$ cat src/rtl/morse_pkg.sv
// Shared types and constants for the Morse decoder symbol path.
package morse_pkg;

  typedef enum logic [1:0] {
    IDLE  = 2'd0,
    MARK  = 2'd1,
    SPACE = 2'd2
  } state_t;

  localparam logic MORSE_DOT  = 1'b0;
  localparam logic MORSE_DASH = 1'b1;

  localparam int unsigned DEFAULT_MAX_SYMS = 5;

endpackage

$ cat src/rtl/key_sync.sv
// Two-flop synchroniser for the raw Morse key, with rise/fall detection
// on the synchronised level.
module key_sync (
  input  logic clk,
  input  logic rst,
  input  logic key,
  output logic rise,
  output logic fall
);

  logic stage;
  logic key_s;
  logic key_d;

  always_ff @(posedge clk or negedge rst) begin
    if (!rst) begin
      stage <= 1'b0;
      key_s <= 1'b0;
      key_d <= 1'b0;
    end else begin
      stage <= key;
      key_s <= stage;
      key_d <= key_s;
    end
  end

  assign rise = key_s & ~key_d;
  assign fall = ~key_s & key_d;

endmodule

$ cat src/rtl/morse_symbol_capture.sv
// Measures key mark/space durations in timer ticks, packs dots and dashes
// into a letter code and emits letter and word-gap events.
module morse_symbol_capture
  import morse_pkg::*;
#(
  parameter int unsigned DASH_TICKS       = 2,
  parameter int unsigned LETTER_GAP_TICKS = 3,
  parameter int unsigned WORD_GAP_TICKS   = 7,
  parameter int unsigned MAX_SYMS         = DEFAULT_MAX_SYMS,
  parameter int unsigned CNT_W            = 4
) (
  input  logic                clk,
  input  logic                rst,
  input  logic                tick,
  input  logic                key,
  input  logic                clear,
  output logic                timer_enable,
  output logic                letter_valid,
  output logic [MAX_SYMS-1:0] letter_bits,
  output logic [2:0]          letter_len,
  output logic                letter_err,
  output logic                word_gap
);

  localparam logic [CNT_W-1:0] DASH_CNT   = CNT_W'(DASH_TICKS);
  localparam logic [CNT_W-1:0] LETTER_CNT = CNT_W'(LETTER_GAP_TICKS);
  localparam logic [CNT_W-1:0] WORD_CNT   = CNT_W'(WORD_GAP_TICKS);
  localparam logic [2:0]       MAX_LEN    = 3'(MAX_SYMS);

  state_t              state;
  logic [CNT_W-1:0]    cnt;
  logic [CNT_W-1:0]    cnt_inc;
  logic [MAX_SYMS-1:0] bits;
  logic [2:0]          len;
  logic                ovf;
  logic                sym;
  logic                rise;
  logic                fall;

  key_sync u_key_sync (
    .clk  (clk),
    .rst  (rst),
    .key  (key),
    .rise (rise),
    .fall (fall)
  );

  always_comb begin
    cnt_inc = (cnt == '1) ? cnt : cnt + 1'b1;
    sym     = (cnt >= DASH_CNT) ? MORSE_DASH : MORSE_DOT;
  end

  always_ff @(posedge clk or negedge rst) begin
    if (!rst) begin
      state        <= IDLE;
      cnt          <= '0;
      bits         <= '0;
      len          <= '0;
      ovf          <= 1'b0;
      timer_enable <= 1'b0;
      letter_valid <= 1'b0;
      letter_bits  <= '0;
      letter_len   <= '0;
      letter_err   <= 1'b0;
      word_gap     <= 1'b0;
    end else begin
      letter_valid <= 1'b0;
      word_gap     <= 1'b0;
      timer_enable <= (state != IDLE);
      if (clear) begin
        state <= IDLE;
        cnt   <= '0;
        bits  <= '0;
        len   <= '0;
        ovf   <= 1'b0;
      end else begin
        // Key edges are checked before tick so a coincident tick is dropped.
        case (state)
          IDLE: begin
            if (rise) begin
              state <= MARK;
              cnt   <= '0;
            end
          end
          MARK: begin
            if (fall) begin
              if (len < MAX_LEN) begin
                bits <= {bits[MAX_SYMS-2:0], sym};
                len  <= len + 3'd1;
              end else begin
                ovf <= 1'b1;
              end
              state <= SPACE;
              cnt   <= '0;
            end else if (tick) begin
              cnt <= cnt_inc;
            end
          end
          SPACE: begin
            if (rise) begin
              state <= MARK;
              cnt   <= '0;
            end else if (tick) begin
              cnt <= cnt_inc;
              if (cnt_inc == LETTER_CNT && len != 3'd0) begin
                letter_valid <= 1'b1;
                letter_bits  <= bits;
                letter_len   <= len;
                letter_err   <= ovf;
                bits         <= '0;
                len          <= '0;
                ovf          <= 1'b0;
              end
              if (cnt_inc == WORD_CNT) begin
                word_gap <= 1'b1;
                state    <= IDLE;
              end
            end
          end
          default: state <= IDLE;
        endcase
      end
    end
  end

endmodule

$ cat config.mk
export PLATFORM = sky130hd
export DESIGN_NAME = morse_symbol_capture
export DESIGN_NICKNAME = d
export VERILOG_FILES = /design/src/rtl/morse_pkg.sv /design/src/rtl/key_sync.sv /design/src/rtl/morse_symbol_capture.sv
export SDC_FILE = /design/constraint.sdc
export NUM_CORES = 1
export LEC_CHECK = 0
export ABC_AREA = 1
export ABC_CLOCK_PERIOD_IN_PS = 2700
export CELL_PAD_IN_SITES_DETAIL_PLACEMENT = 1
export CELL_PAD_IN_SITES_GLOBAL_PLACEMENT = 2
export CORE_ASPECT_RATIO = 0.5
export CORE_MARGIN = 5
export CORE_UTILIZATION = 36
export DETAILED_ROUTE_END_ITERATION = 12
export PLACE_DENSITY = 0.82
export SLEW_MARGIN = 5
export SYNTH_ARGS = -nofsm -noshare
export SYNTH_HDL_FRONTEND = slang
export SYNTH_SLANG_ARGS = --single-unit
export TNS_END_PERCENT = 100
$ cat constraint.sdc
create_clock -name clk -period 2.7 [get_ports clk]
set_input_delay 0.54 -clock clk [delete_from_list [all_inputs] [get_ports clk]]
set_output_delay 0.54 -clock clk [all_outputs]
set_load 0.03 [all_outputs]
Word level (Yosys, flattened, before mapping). Index checks and enable logic that the tools add are counted.

Memories kept: 0. Output and inout bits: 12. Bits in latches: 0. RAM bits: 0. Logic and storage cells: 95. Register bits after elaboration: 30. Bits in read-only memories: 0. Bits of input ports: 5.

Bitwise gates (word level): 6. Order comparisons: 2. Add/sub/neg operators: 2. Eq/ne operators: 14. Shift-type cells: 0. Divide/modulo/power cells: 0. Reduce and logical (&&, ||, !) cells: 11. Multiply operators: 0. Muxes and demuxes: 46.

Operators by type and width (number): $mux W5 (6); $mux W4 (6); $ne A3 B3 Y1 const B (7); $mux W3 (6); $mux W1 (17); $mux W2 (6); $pmux W4 S3 (1); $reduce_and A6 Y1 (2); $pmux W5 S2 (1); $ne A4 B4 Y1 const B (2); $pmux W2 S3 (1); $pmux W3 S2 (1); $reduce_bool A3 Y1 (2); $reduce_and A5 Y1 (1); $add A4 B1 Y4 const B (1); $eq A4 B2 Y1 const B (1); $eq A4 B3 Y1 const B (1); $eq A4 B4 Y1 const B (1); $ge A4 B2 Y1 const B (1); $not A1 Y1 (4); $reduce_and A4 Y1 (1); $reduce_bool A4 Y1 (1); $add A3 B1 Y3 const B (1); $lt A3 B3 Y1 const B (1); other kinds (8) (9).

Logic depth before layout (Yosys ltp). Gate-level depths: netlist of run 1.

Word-level depth: 9. Gate-level depth with buffers: 10. Gate-level depth less buffers: 10.

Hierarchy. From an unflattened synthesis of run 1, not the netlist that was laid out.

Cells, all modules: 197. Area total of the unflattened synthesis: 1687.9 um2.

By module, submodules not included: morse_symbol_capture (sequential area each 675.6 um2, area an instance 1597.8 um2, instances 1, cells an instance 190); key_sync (sequential area each 75.1 um2, area an instance 90.1 um2, instances 1, cells an instance 7).

Least setup slack after synthesis of run 1. No wires, ideal clock.

Path type: reg-to-reg. Start: register state[0]. End: register bits[0]. Setup time: 0.117 ns. Slack: 1.103 ns. Cell stages (with the launch flop): 11. Arrival: 1.480 ns. Data required time: 2.583 ns. Clock period less this slack: 1.597 ns. Path buffers: 0. Cells stage by stage: dfrtp_1 > inv_1 > ha_1 > inv_1 > nor2_1 > nand2_1 > nand3_1 > nor2_4 > nand3_2 > nand2_1 > nand2_1.

Longest elaborated chain between the ends: 3. Elaborated cells between the ends (all ways): 11. Classes of those cells: 7 x eq/ne; 2 x mux; 2 x reduce/logical.

Ends and longest elaborated chain: start: declaration (line morse_symbol_capture.sv:30) `state_t state;`; start signal: assignment (line morse_symbol_capture.sv:55) `state <= IDLE;`; start signal: assignment (line morse_symbol_capture.sv:71) `state <= IDLE;`; start signal: assignment (line morse_symbol_capture.sv:81) `state <= MARK;`; $eq A2 B2 Y1 or $eq A2 B1 Y1 (tied branches) (line morse_symbol_capture.sv:78) `case (state)`; $ne A3 B3 Y1 (no source line), or another cell as far along; $reduce_and A6 Y1 (no source line) or $mux W5 (tied branches); end signal: assignment (line morse_symbol_capture.sv:88) `bits <= {bits[MAX_SYMS-2:0], sym};`; end: declaration (line morse_symbol_capture.sv:33) `logic [MAX_SYMS-1:0] bits;`.

Several ways; a longest one is shown, not always the timed one. A chain may end at the register's enable or synchronous reset.

Worst setup path in the final report of run 1.
Start: register cnt[1]. End: register bits[2].

Longest elaborated chain between the ends: 6. Elaborated cells between the ends (all ways): 7. Classes of those cells: 1 x add/sub; 3 x eq/ne; 1 x mux; 2 x reduce/logical.

Ends and longest elaborated chain: start: declaration (line morse_symbol_capture.sv:31) `logic [CNT_W-1:0] cnt;`; start signal: assignment (line morse_symbol_capture.sv:96) `cnt <= cnt_inc;`; start signal: assignment (line morse_symbol_capture.sv:104) `cnt <= cnt_inc;`; $add A4 B1 Y4 or $eq A4 B4 Y1 (tied branches) (line morse_symbol_capture.sv:49) `cnt_inc = (cnt == '1) ? cnt : cnt + 1'b1;`; $mux W4 * (line morse_symbol_capture.sv:49); $eq A4 B2 Y1 * (line morse_symbol_capture.sv:105) `if (cnt_inc == LETTER_CNT && len != 3'd0) begin`; $logic_and A1 B1 Y1 * (line morse_symbol_capture.sv:105); $ne A3 B3 Y1 (no source line) *; $reduce_and A6 Y1 (no source line) *.

Every way passes the cells marked *; elsewhere a longest branch is shown, timed or not.

==> impl_metrics.json, run 1 <==
{
  "ant_nets": 0,
  "initial_core_util": 0.372,
  "num_antenna_cells": 0,
  "whs_ps": 370,
  "clk_latency_ps": 290,
  "hp-class": "register to register",
  "finalHoldViolations": 0,
  "cp-endpoint": "bits[2]",
  "nets": 233,
  "ys.warnings.count": 0,
  "synth.avg_cell_area_um2": 8.31,
  "routed_wirelength_um": 3700,
  "max_freq_mhz": 490,
  "synth_cells": 197,
  "num_vias": 1304,
  "outcome": "complete, no violations",
  "gp_routability_congestion": 0.819,
  "cts_buffers": 5,
  "coreArea_um2": 4400,
  "synth-edff-count": 0,
  "syn-cell-area_um2": 1640,
  "htreeDepth": 2,
  "clk_path_buf_depth": 2,
  "power_density_nw_per_um2": 888,
  "rows": 17,
  "dpl.hpwl_um": 2760,
  "synth_cell_types": 23,
  "critical_path_class": "register to register",
  "worst_setup_path_start_kind": "register",
  "clock-sinks": 30,
  "die_x_um": 105,
  "antenna_found_initial": 0,
  "reg2reg_from": "cnt[1]",
  "cp.arrival_ps": 2220,
  "cp_max_fo": 11,
  "slew_viol_final": 0,
  "postCtsSetupBuffers": 0,
  "period_minus_slack_ps": 2040,
  "rsz0062_at_grt": "no",
  "overflow": 0,
  "globalRouteTotalUtil": 0.143,
  "vias_per_cell": 4.71,
  "critPathCaptureType": "register",
  "die_y_um": 57.7,
  "setup_tns_ps": 0,
  "drtIter0Drc": 42,
  "max_slew_margin": 0.698,
  "fillCellCount": 544,
  "dieArea_um2": 6080,
  "r2r-end": "bits[2]",
  "r2r_cells": 9,
  "ioPinCount": 17,
  "cts_hold_buf": 0,
  "syn-num-nets": 211,
  "grt_pass1_vias": 1356,
  "seq_area_frac_synth": 0.458,
  "required_ps": 2880,
  "drv_cap": 0,
  "clock_skew_ps": 10.1,
  "drive_above_1_share": 0.118,
  "ctsRootBufferMaster": "clkbuf_8",
  "cts_tree": "yes",
  "synthFlopType": "dfrtp_1",
  "startpoint": "cnt[1]",
  "post-route-period-util": 0.757,
  "post_cts.resized_instances": 0,
  "finalSetupViolations": 0,
  "drc_errors": 0,
  "area_growth_syn_to_layout_pct": 19.0,
  "port_buffers": 16,
  "dr.pass1.iters": 4,
  "grt_pass1_wl_um": 6710,
  "grt_max_degree": 31,
  "path_clk_slew_ps": 70,
  "p_leak_nw": 0.966,
  "ir_drop_mv": 0.288,
  "async_reset_ff_frac": 1.00,
  "synth_seq_cells": 30,
  "fin_util": 0.443,
  "r2r_setup_slack_ps": 660,
  "drt-wirelength-per-cell_um": 13.4,
  "worst_pin_slew_ps": 453
}
[metrics by stage]
stage	cell area (µm²)	cells	power [mW]	setup WS [ps]
floorplan	1640	197	1.15	1100
global placement	1850	269	1.33	450
detailed placement	1850	269	1.35	462
CTS	1950	277	1.76	660
global route	1950	277	1.90	408
finish	1950	277	1.73	657
[logic make-up after synthesis]
logic type	after synthesis	synth area share
AOI/OAI and AO/OA	21	0.0840
adders and majority gates	9	0.0688
xor gates and xnor gates	3	0.0160
DFF	30	0.458
buffers and inverters	29	0.0779
and+or+nand+nor	105	0.295
[placed cells by master, fill, tap and decap left out, drive strengths merged, types with 3 or more instances in the layout]
cell type	netlist	final
nand2	58	58
dfrtp	30	30
inv	26	26
nor2	21	21
clkdlybuf4s50	0	16
o21ai	14	14
nand3	12	12
nand4	11	11
ha	9	9
a21oi	6	6
clkbuf	1	6
nor3	3	3
[report_power, final]
group	switching, mW	total (mW)	internal [mW]
clock network	0.188	0.393	0.205
logic	0.451	0.699	0.249
registers	0.0975	0.639	0.541
[cell usage after synthesis (2+ instances only)]
cell type,number,share of area
nand3_1,9,0.027
o21ai_2,7,0.037
o21ai_0,7,0.021
nor2_1,19,0.044
a21oi_1,6,0.018
xnor2_1,2,0.011
ha_1,9,0.069
dfrtp_1,30,0.46
buf_6,2,0.014
nor3_1,3,0.0092
nand4_1,11,0.042
inv_1,25,0.057
nand2_1,56,0.13
nand3_2,2,0.012
[flip-flops by register name (all words and copies together) (netlist names), 2 cells and up]
register,count
letter_bits,5
state,2
letter_len,3
len,3
cnt,4
bits,5
[routing by layer]
metal	vias to the layer above	track usage	wire, µm
met5	-	0	0
met4	0	0.0505	53
met3	5	0.0534	142
met2	16	0.224	1630
met1	614	0.183	1870
li1	669	-	-
[worst max-delay path, cell delays in order, from the launching register on]
cell and delay, ps:
dfrtp_1 440, ha_1 280, inv_1 80, nand2_1 50
nand2_1 110, nand3_1 130, o21bai_2 420, nand3_2 240
nand2_1 120, nand2_1 50
[how the worst min path moves through the flow]
stage,depth (start not counted),start,end
finish,0,u_key_sync.stage,u_key_sync.key_s
global route,0,u_key_sync.stage,u_key_sync.key_s
CTS,0,u_key_sync.stage,u_key_sync.key_s
detailed placement,0,u_key_sync.stage,u_key_sync.key_s
global placement,0,u_key_sync.stage,u_key_sync.key_s
floorplan,0,rst,bits[0]
[final cells by class]
| class | count | area (µm²) | share of cell area |
|---|---|---|---|
| Multi-Input combinational cell | 138 | 759 | 0.390 |
| Sequential cell | 30 | 751 | 0.385 |
| Timing Repair Buffer | 18 | 175 | 0.0899 |
| Inverter | 26 | 97.6 | 0.0501 |
| Clock buffer | 6 | 82.6 | 0.0424 |
| Tap cell | 57 | 71.3 | 0.0366 |
| Clock inverter | 2 | 12.5 | 0.00642 |
Power figures use the tool's default switching activity.
==> run 2, diff against run 1 <==
--- a/config.mk
+++ b/config.mk
@@ -6,14 +6,14 @@
 export NUM_CORES = 1
 export LEC_CHECK = 0
 export ABC_AREA = 1
-export ABC_CLOCK_PERIOD_IN_PS = 2700
+export ABC_CLOCK_PERIOD_IN_PS = 1600
 export CELL_PAD_IN_SITES_DETAIL_PLACEMENT = 1
 export CELL_PAD_IN_SITES_GLOBAL_PLACEMENT = 2
 export CORE_ASPECT_RATIO = 0.5
 export CORE_MARGIN = 5
-export CORE_UTILIZATION = 36
+export CORE_UTILIZATION = 30
 export DETAILED_ROUTE_END_ITERATION = 12
-export PLACE_DENSITY = 0.82
+export PLACE_DENSITY = 0.73
 export SLEW_MARGIN = 5
 export SYNTH_ARGS = -nofsm -noshare
 export SYNTH_HDL_FRONTEND = slang
==> constraint.sdc (replaced) <==
create_clock -name clk -period 1.6 [get_ports clk]
set_input_delay 0.32 -clock clk [delete_from_list [all_inputs] [get_ports clk]]
set_output_delay 0.32 -clock clk [all_outputs]
set_load 0.03 [all_outputs]
==> impl_metrics.json, run 2 (synthesis results as in run 1) <==
{
  "rsz0062_at_grt": "yes",
  "crit_slowest_cell": "dfrtp_2",
  "seqPwrFrac": 0.276,
  "internal-power_mw": 2.29,
  "startpoint": "cnt[1]",
  "initial_core_util": 0.304,
  "vias_per_cell": 4.56,
  "overflow": 0,
  "coreArea_um2": 5400,
  "required_ps": 1780,
  "max_freq_mhz": 603,
  "power_density_nw_per_um2": 1500,
  "ant_nets": 0,
  "layout_common_cells": "buf_4 (41), nand2_1 (30), dfrtp_1 (27)",
  "cts_buffers": 5,
  "grt_pass1_wl_um": 7960,
  "area_growth_syn_to_layout_pct": 61.8,
  "grt_pass1_vias": 1591,
  "routed_wirelength_um": 5130,
  "ir_drop_mv": 0.529,
  "drtIter0Drc": 53,
  "die_y_um": 62.2,
  "period_minus_slack_ps": 1660,
  "switchingPower_mw": 1.69,
  "cp.arrival_ps": 1840,
  "stdcell_count": 341,
  "p_leak_nw": 1.31,
  "power_mw": 3.98,
  "worst_pin_slew_ps": 365,
  "path_clk_slew_ps": 70,
  "critical_path_class": "register to register",
  "dr.pass1.iters": 4,
  "cp_num_buf_inv": 3,
  "critPathMaxStageDelay_ps": 450,
  "reg.largest.list": "bits (5), letter_bits (5), cnt (4)",
  "placed_cells": 320,
  "dpl.hpwl_um": 3060,
  "max_slew_margin": 0.757,
  "ioPinCount": 17,
  "cts_hold_buf": 0,
  "final_common_cell": "buf_4",
  "ctsRootBufferMaster": "clkbuf_8",
  "die_x_um": 114,
  "port_buffers": 16,
  "antenna_found_initial": 0,
  "pre_cts_ws_ps": -388,
  "drv_cap": 0,
  "crit_chain": "buf_6 > ha_4 > nand2_4 > nand3_4 > nor2_4 > nand2_2 > buf_12 > buf_12 > nand2_4 > o21ai_2",
  "grt_max_degree": 31,
  "drc_errors": 0,
  "cp_max_fo": 8,
  "clk_path_buf_depth": 2,
  "clock_power_share": 0.170,
  "globalRouteTotalUtil": 0.140,
  "combPwrFrac": 0.554,
  "finalHoldViolations": 0,
  "reg2reg_from": "cnt[1]",
  "nets": 281,
  "switching_share": 0.425,
  "drive_above_1_share": 0.470,
  "gp_routability_congestion": 0.751,
  "placed_cell_area_um2": 2160,
  "cts_tree": "yes",
  "outcome": "complete, but fails checks",
  "clock-sinks": 30,
  "slew_viol_final": 0,
  "post-route-period-util": 1.04,
  "worst_slack_ps": -58.9,
  "finalSetupViolations": 16,
  "worst_setup_path_start_kind": "register",
  "critPathTopFamily": "flip-flops",
  "dieArea_um2": 7130,
  "rows": 19,
  "num_vias": 1555,
  "clk_latency_ps": 290,
  "drt-wirelength-per-cell_um": 15.1,
  "critPathCaptureType": "register",
  "htreeDepth": 2,
  "hp-class": "register to register",
  "clock_skew_ps": 6.13,
  "violations": "setup timing",
  "num_antenna_cells": 0,
  "stdcell_area_um2": 2650,
  "worstHoldStart": "u_key_sync.stage"
}
==> run 2: cell count changes in the layout (fill, tap and decap cells not counted), sizes merged <==
cell / before / now
buf: 2 / 50
clkdlybuf4s50: 16 / 3
dlygate4sd2: 0 / 12
dlymetal6s2s: 0 / 1
==> run 2: area by class of cell <==
type	instances	area (µm²)
clock inverter	2	12.5
inverter	26	100
sequential	30	754
tap	73	91.3
clock buffer	6	82.6
fill	619	2750
timing repair buffer	66	592
multi-input combinational	138	1020
==> run 2: per-layer routing <==
| metal | GRT usage | vias to the layer above | routed length (µm) |
|---|---|---|---|
| li1 | - | 770 | - |
| met4 | 0.0444 | 0 | 74 |
| met2 | 0.236 | 17 | 2640 |
| met1 | 0.178 | 759 | 2320 |
| met5 | 0 | - | 0 |
| met3 | 0.0301 | 9 | 100 |
==> run 2: path summary, 6_finish.rpt <==
kind	end	slack, ps	cells past startpoint
min in group asynchronous	cnt[0]	390	2
min	u_key_sync.key_s	370	0
min reg2reg	u_key_sync.key_s	370	0
max reg2reg	letter_bits[1]	-60	10
max in group asynchronous	state[1]	1030	2
max	letter_bits[1]	-60	10
==> run 2: power by group through the flow <==
stage / clock (mW) / combinational [mW] / sequential, mW
2_1_floorplan: 0 / 0.842 / 1.10
3_3_place_gp: 0 / 1.55 / 1.06
3_5_place_dp: 0 / 1.59 / 1.06
4_1_cts: 0.681 / 1.79 / 1.07
5_1_grt: 0.729 / 2.39 / 1.12
6_report: 0.674 / 2.20 / 1.10
==> run 2: worst register-to-register path: stages (launching register included) <==
cell	delay, ps
dfrtp_2	450
buf_6	140
ha_4	210
nand2_4	80
nand3_4	90
nor2_4	130
nand2_2	70
buf_12	140
buf_12	140
nand2_4	60
o21ai_2	40
==> run 2: timing repair <==
item,CTS,global route
setup endpoints to repair,36,25
gates resized for setup,33,70
pin swaps,3,19
hold endpoints to repair,0,0
setup buffers,3,11
==> run 2: per-stage QoR <==
step | util | TNS, ps | hold WS (ps)
3_3_place_gp | 0.401 | -3520 | 336
3_5_place_dp | 0.401 | -4100 | 358
4_1_cts | 0.436 | -1.31 | 375
5_1_grt | 0.491 | -1780 | 376
2_1_floorplan | - | 0 | 24.4
6_report | 0.491 | -517 | 373
